### src/rtl/div_issue_ctrl.sv
// Issue controller for a multi-cycle divider: request FIFO, start/complete handshake,
// divide-by-zero bypass and a held response towards downstream.
module div_issue_ctrl #(
  parameter int WIDTH = 4,
  parameter int DEPTH = 4
) (
  input  logic             clk,
  input  logic             rst,
  input  logic             req_valid,
  output logic             req_ready,
  input  logic [WIDTH-1:0] req_x,
  input  logic [WIDTH-1:0] req_y,
  output logic             div_start,
  output logic [WIDTH-1:0] div_x,
  output logic [WIDTH-1:0] div_y,
  input  logic             div_valid,
  input  logic [WIDTH-1:0] div_quot,
  input  logic [WIDTH-1:0] div_rem,
  output logic             rsp_valid,
  input  logic             rsp_ready,
  output logic [WIDTH-1:0] rsp_quot,
  output logic [WIDTH-1:0] rsp_rem,
  output logic             rsp_dz,
  output logic             busy
);

  localparam int AW = $clog2(DEPTH);
  localparam logic [AW:0] FULL_CNT = (AW+1)'(DEPTH);
  localparam logic [AW:0] CNT_ONE  = (AW+1)'(1);

  typedef enum logic [1:0] {IDLE, ISSUE, WAIT, HOLD} state_t;

  state_t           state_q;
  logic [WIDTH-1:0] mem_x_q [DEPTH];
  logic [WIDTH-1:0] mem_y_q [DEPTH];
  logic [AW-1:0]    wr_ptr_q, rd_ptr_q;
  logic [AW:0]      count_q, count_d;
  logic             dv_prev_q;
  logic             div_start_q, rsp_valid_q, rsp_dz_q;
  logic [WIDTH-1:0] div_x_q, div_y_q, rsp_quot_q, rsp_rem_q;
  logic [WIDTH-1:0] head_x, head_y;
  logic             full, push, pop, done;

  assign full   = (count_q == FULL_CNT);
  assign push   = rst && req_valid && !full;
  assign pop    = (state_q == IDLE) && (count_q != '0);
  // Completion is the rising edge only, so a level left high from the last job is ignored.
  assign done   = div_valid && !dv_prev_q;
  assign head_x = mem_x_q[rd_ptr_q];
  assign head_y = mem_y_q[rd_ptr_q];

  assign req_ready = !rst || !full;
  assign busy      = rst && ((state_q != IDLE) || (count_q != '0));
  assign div_start = div_start_q;
  assign div_x     = div_x_q;
  assign div_y     = div_y_q;
  assign rsp_valid = rsp_valid_q;
  assign rsp_quot  = rsp_quot_q;
  assign rsp_rem   = rsp_rem_q;
  assign rsp_dz    = rsp_dz_q;

  always_comb begin
    count_d = count_q;
    case ({push, pop})
      2'b10:   count_d = count_q + CNT_ONE;
      2'b01:   count_d = count_q - CNT_ONE;
      default: count_d = count_q;
    endcase
  end

  always_ff @(posedge clk) begin
    if (push) begin
      mem_x_q[wr_ptr_q] <= req_x;
      mem_y_q[wr_ptr_q] <= req_y;
    end
  end

  always_ff @(posedge clk) begin
    if (!rst) begin
      wr_ptr_q <= '0;
      rd_ptr_q <= '0;
      count_q  <= '0;
    end else begin
      if (push) wr_ptr_q <= wr_ptr_q + AW'(1);
      if (pop)  rd_ptr_q <= rd_ptr_q + AW'(1);
      count_q <= count_d;
    end
  end

  always_ff @(posedge clk) begin
    if (!rst) begin
      state_q     <= IDLE;
      dv_prev_q   <= 1'b0;
      div_start_q <= 1'b0;
      div_x_q     <= '0;
      div_y_q     <= '0;
      rsp_valid_q <= 1'b0;
      rsp_quot_q  <= '0;
      rsp_rem_q   <= '0;
      rsp_dz_q    <= 1'b0;
    end else begin
      dv_prev_q <= div_valid;
      case (state_q)
        IDLE: begin
          if (pop) begin
            div_x_q <= head_x;
            div_y_q <= head_y;
            if (head_y == '0) begin
              state_q     <= HOLD;
              rsp_quot_q  <= '1;
              rsp_rem_q   <= head_x;
              rsp_dz_q    <= 1'b1;
              rsp_valid_q <= 1'b1;
            end else begin
              state_q     <= ISSUE;
              div_start_q <= 1'b1;
            end
          end
        end
        ISSUE: begin
          div_start_q <= 1'b0;
          state_q     <= WAIT;
        end
        WAIT: begin
          if (done) begin
            rsp_quot_q  <= div_quot;
            rsp_rem_q   <= div_rem;
            rsp_dz_q    <= 1'b0;
            rsp_valid_q <= 1'b1;
            state_q     <= HOLD;
          end
        end
        HOLD: begin
          if (rsp_ready) begin
            rsp_valid_q <= 1'b0;
            state_q     <= IDLE;
          end
        end
        default: state_q <= IDLE;
      endcase
    end
  end

endmodule

### config.mk
export PLATFORM = sky130hd
export DESIGN_NAME = div_issue_ctrl
export DESIGN_NICKNAME = d
export VERILOG_FILES = /design/src/rtl/div_issue_ctrl.sv
export SDC_FILE = /design/constraint.sdc
export NUM_CORES = 1
export LEC_CHECK = 0
export ABC_CLOCK_PERIOD_IN_PS = 3100
export CAP_MARGIN = 0
export CORE_ASPECT_RATIO = 1.1
export CORE_MARGIN = 2
export CORE_UTILIZATION = 38
export CTS_CLUSTER_SIZE = 30
export DETAILED_ROUTE_END_ITERATION = 10
export PLACE_DENSITY = 0.61
export SYNTH_ARGS = -nofsm -noshare
export SYNTH_HDL_FRONTEND = slang
export SYNTH_SLANG_ARGS = --single-unit
### constraint.sdc
create_clock -name clk -period 3.1 [get_ports clk]
set_input_delay 0.62 -clock clk [delete_from_list [all_inputs] [get_ports clk]]
set_output_delay 0.62 -clock clk [all_outputs]
set_load 0.02 [all_outputs]
Word level (Yosys, flattened, before mapping):

Memories as Yosys holds them, arrays and structs flattened. A register that Yosys moved wholly into a read port is not among the register bits.
Cells that the tools add are included.

* register bits: 29
* bits in writable memories: 32
* bits of input ports: 21
* output and inout bits: 21
* logic and storage cells: 82
* memories kept: 2

* $add $sub $neg: 4
* equal/unequal tests: 11
* mux-type cells: 30
* reductions and logical operators: 23

Memories
* mem_x_q: depth 4, width 4, read ports 1, clocked after memory_dff 1, wr ports 1, line 34 `logic [WIDTH-1:0] mem_x_q [DEPTH];`
* mem_y_q: depth 4, width 4, read ports 1, clocked after memory_dff 1, wr ports 1, line 35 `logic [WIDTH-1:0] mem_y_q [DEPTH];`

Operators with widths (number)
* 4-bit 2-to-1 mux: 6
* 2-bit 2-to-1 mux: 8
* 4-bit one-hot mux with 2 select lines: 2
* 1-bit 2-to-1 mux: 9
* 2-bit inequality test (second input constant): 4
* 2-bit one-hot mux with 4 select lines: 1
* 2-bit nonzero test: 4
* 2-bit equality test (second input constant): 3
* 3-bit one-hot mux with 2 select lines: 1
* 3-bit AND reduction: 2
* 3-bit nonzero test: 2
* 1-bit logical AND: 5
* 5-bit AND reduction: 1
* 2-bit by 1-bit adder with 2-bit output (second input constant): 2
* 2-bit by 1-bit equality test with 1-bit output (second input constant): 2
* 4-bit logical NOT: 1
* 1-bit one-hot mux with 2 select lines: 2
* 4-bit AND reduction: 1
* 3-bit by 1-bit adder with 3-bit output (second input constant): 1
* 3-bit equality test (second input constant): 1
* 1-bit logical NOT: 3
* 1-bit one-hot mux with 3 select lines: 1
* 3-bit by 1-bit subtractor with 3-bit output (second input constant): 1
* 2-bit logical NOT: 1
* other kinds (3): 4

Longest topological paths before layout:

* word-level depth: 5
* gate-level depth with buffers: 11
* mapped depth without buffers: 10

Least setup slack after synthesis:

No wires, ideal clock.

* path type: register -> register
* from: reg state_q[0]
* to: reg count_q[2]
* setup time: 0.071 ns
* arrival: 2.501 ns
* required time: 3.029 ns
* setup slack: 0.528 ns
* cell stages (with the launch flop): 12
* path buffers: 1
* clock period less this slack: 2.572 ns
* path through: dfxtp_1 inv_1 ha_1 o31ai_1 inv_1 clkbuf_1 ha_1 inv_1 fa_1 xor2_1 or3_1 a21oi_1

* word-level cells in the longest chain between the ends: 4
* elaborated cells on any way between the ends: 6
* classes of those cells: eq/ne: 2; mux: 1; reduce/logical: 3

RTL lines
* start: declaration: line 33 `state_t state_q;`
* start signal: assignment: line 92 `state_q <= IDLE;`
* start signal: assignment: line 109 `state_q <= HOLD;`
* start signal: assignment: line 115 `state_q <= ISSUE;`
* 2-bit logical NOT (*): line 46 `assign pop = (state_q == IDLE) && (count_q != '0);`
* 1-bit logical AND (*): line 46
* named net pop: line 42 `logic full, push, pop, done;`
* 2-bit by 1-bit equality test with 1-bit output / 2-bit equality test (equally long branches): line 64 `case ({push, pop})`
* 3-bit one-hot mux with 2 select lines / 2-bit nonzero test (equally long branches)
* end signal: assignment: line 86 `count_q <= count_d;`
* end: declaration: line 37 `logic [AW:0] count_q, count_d;`

Mark *: on every way through the listed nets, which the timed path passes. The rest lies on a longest branch.
A chain may end at the register's enable or synchronous reset.

Final worst setup path:

* from: reg state_q[1]
* to: out busy

* word-level cells in the longest chain between the ends: 3

RTL lines
* 2-bit nonzero test: line 53 `assign busy = rst && ((state_q != IDLE) || (count_q != '0));`
* 1-bit logical OR: line 53
* 1-bit logical AND: line 53
* end: declaration: line 24 `output logic busy`

Every way passes these cells.

==> impl_metrics.csv <==
group,metric,value,unit
pwr,power.total,3.10,mW
placement,place.gp.congestion,0.724,
cts,ctsResizeCount,0,
pwr,swShare,35.6,%
floorplan,die_area,7810,sq um
placement,place_ws,247,ps
sta,finalSetupViolations,0,
cts,numCtsBuffers,9,
pwr,seqPwrFrac,37.9,%
synthesis,synth_edf_count,32,
placement,dp_hpwl,3.46,mm
setup_path,path_cells,"inv_1, ha_1, nor4b_2, nor2_1, clkdlybuf4s50_1",
cts,tritoncts,"yes",
synthesis,ys_seq_elements,63,
finish,drive_gt1_share,12.5,%
sta,clock_skew,9.18,ps
cts,clockRootBuffer,"clkbuf_8",
finish,stdcell_count,342,
sta,fin_crit_sh,90.9,%
pwr,pwr-share-comb,39.6,%
grt,gr-total-overflow,0,
sta,grt_setup_unrepaired,"false",
synthesis,ys_top_cells_by_area,"edfxtp_1 (36%), dfxtp_1 (23%), ha_1 (5.1%), mux4_1 (4.9%), a21oi_1 (3.3%)",
grt,track_usage,13.8,%
cts,clockBufferDepth,2,
synthesis,synth.distinct_cells,41,
detailed_routing,via_per_inst,4.86,
setup_path,ff2ff_setup_slack,550,ps
grt,antenna_found_initial,0,
synthesis,synth_seq_area_share,58.4,%
pwr,netSwitchingPower,1.10,mW
synthesis,yosysMostFrequentCell,"edfxtp_1",
pwr,p_per_area,918,nW/um^2
outcome,status,"finished, final reports clean",
job,drv_cap,0,
synthesis,syn_nets,238,
synthesis,syn_area,2710,sq um
detailed_routing,dr.pass1.iters,4,
finish,area_growth,24.9,%
sta,hold_viol_final,0,
grt,grt_max_degree,25,
setup_path,crit_type,"reg -> out",
setup_path,cp.arrival,2200,ps
sta,slew_viol_final,0,
synthesis,synth.top_cell.area_share,35.5,%
detailed_routing,ant_nets,0,
detailed_routing,vias,1661,
finish,final_core_util,48.5,%
hold_path,hold_path.class,"reg -> reg",
setup_path,critPathMaxStageDelay,550,ps
cts,cts_setup_buffers,0,
pwr,p_leak,1.23,nW
grt,grt_pass1_wl,8.34,mm
setup_path,crit_fanout,5,
cts,hold_buffers,0,
placement,io_buffers,41,
placement,dpl.cell_count,326,
floorplan,num_rows,32,
cts,htree_levels,3,
pwr,intPower,2.00,mW
setup_path,slowest_stage,"clkdlybuf4s50_1",
finish,antenna_cells,0,
floorplan,ios,42,
detailed_routing,wl,5.01,mm
sta,worstMarginPinSlew,1110,ps
cts,clock_sinks,63,
synthesis,async_reset_ff_share,0,%
setup_path,path_buf_inv,2,
sta,slew_headroom,25.1,%
grt,grt_pass1_vias,1706,
floorplan,fp.dieW,84.5,microns
setup_path,critical-path-top-delay-family,"buffers and inverters",
pwr,clkPwrFrac,22.4,%
sta,fin_crit,2820,ps
synthesis,synth_top_flop_cell,"edfxtp_1",
floorplan,start_util,38.8,%
detailed_routing,drtIter0Drc,62,
pwr,ir_worst_vdd,0.382,mV
synthesis,ys_warn_count,0,
floorplan,die_h,92.5,microns
synthesis,syn_area_per_cell,13.2,sq um
synthesis,synth_cells,205,
synthesis,synth_common_cells,"edfxtp_1 (32), dfxtp_1 (31), nand2_1 (20)",
setup_path,worstPathRequired,2480,ps
setup_path,critical_path.endpoint_type,"output pin",
setup_path,start_kind,"register",
finish,nNetsFinal,285,
sta,fmax,355,MHz
synthesis,synth_area_leader_cell,"edfxtp_1",
sta,fin_setup_tns,0,ps
cts,path_clk_slew,70,ps
sta,layout_setup_ws,282,ps
detailed_routing,drc,0,
floorplan,coreArea,6970,sq um
detailed_routing,wl_per_cell,14.7,microns
cts,insertion_delay,320,ps
-- cell type report --
cell class,instances,area (sq um)
flip-flops and latches,63,1580
multi-input cells,118,992
inverters,15,61.3
clock buffers,10,138
clock inverters,6,60.1
fillers,655,3590
repair buffers,45,440
well taps,85,106
-- final timing paths --
| kind | end | cells after the start | startpoint |
|---|---|---|---|
| setup reg to reg | count_q[2] | 8 | count_q[1] |
| setup / recovery | busy | 5 | state_q[1] |
| hold reg to reg | div_x[1] | 2 | div_x[1] |
| hold / removal | div_x[1] | 2 | div_x[1] |
-- logic make-up (layout without fill, tap and decap cells) --
| logic type | after synthesis | count (layout) | share of synthesized area, % |
|---|---|---|---|
| AO/OA/AOI/OAI | 40 | 40 | 11.7 |
| XOR/XNOR | 5 | 5 | 1.62 |
| adder cells (fa/ha/maj) | 12 | 12 | 5.83 |
| buffers and inverters | 24 | 76 | 4.90 |
| flip-flops | 63 | 63 | 58.4 |
| multiplexers | 12 | 12 | 8.83 |
| AND/OR/NAND/NOR | 49 | 49 | 8.74 |
-- worst register-to-register path, delay by kind of cell, from the launching register on --
kind	cells	cell delay, ps
AOI/OAI and AO/OA	2	1080
xor gates and xnor gates	1	80
buffers and inverters	2	230
and+or+nand+nor	1	300
DFF	1	360
adders and majority gates	2	430
-- power by group through the flow --
stage / sequential (mW) / combinational, mW / clock [mW]
after global routing: 1.20 / 1.35 / 0.750
final: 1.18 / 1.23 / 0.696
after floorplan: 1.28 / 0.759 / 0
after CTS: 1.18 / 1.25 / 0.715
after global placement: 1.20 / 1.23 / 0
after detailed placement: 1.20 / 1.24 / 0
-- per-layer routing --
| metal | track usage (%) | share of wire [%] |
|---|---|---|
| met1 | 17.6 | 48 |
| met2 | 22.4 | 49 |
| met3 | 3.12 | 3.1 |
| met4 | 5.95 | 0.38 |
| met5 | 0 | 0 |
-- stage by stage --
stage / hold slack [ps] / instance area (sq um)
floorplan: 485 / 2710
global placement: 447 / 3180
detailed placement: 450 / 3180
CTS: 461 / 3380
global route: 473 / 3380
finish: 463 / 3380
-- placed cells by master, fill, tap and decap left out, types with 3 or more instances in the layout --
cell,synthesis,routed
o211a_1,4,4
buf_4,1,4
nor2_1,10,10
nand3_1,5,5
clkbuf_8,0,10
ha_1,11,11
dfxtp_1,31,31
edfxtp_1,32,32
mux2i_1,4,4
a21oi_1,18,18
xor2_1,3,3
a311oi_2,4,4
inv_1,14,14
clkdlybuf4s50_1,0,41
mux4_1,5,5
nand2_1,20,20
and2_1,5,5
clkinv_2,0,3
mux4_2,3,3
o21ai_0,3,3
-- sequential cells by signal, indices dropped and copies added (netlist names), named ones only --
| signal | flops |
|---|---|
| wr_ptr_q | 2 |
| mem_x_q | 16 |
| dv_prev_q | 1 |
| rsp_rem | 4 |
| mem_y_q | 16 |
| rsp_quot | 4 |
| rsp_dz | 1 |
| div_y | 4 |
| rd_ptr_q | 2 |
| div_x | 4 |
| div_start | 1 |
| count_q | 3 |
| rsp_valid | 1 |
| state_q | 2 |
Note: power is estimated with default switching activity, not from simulation.
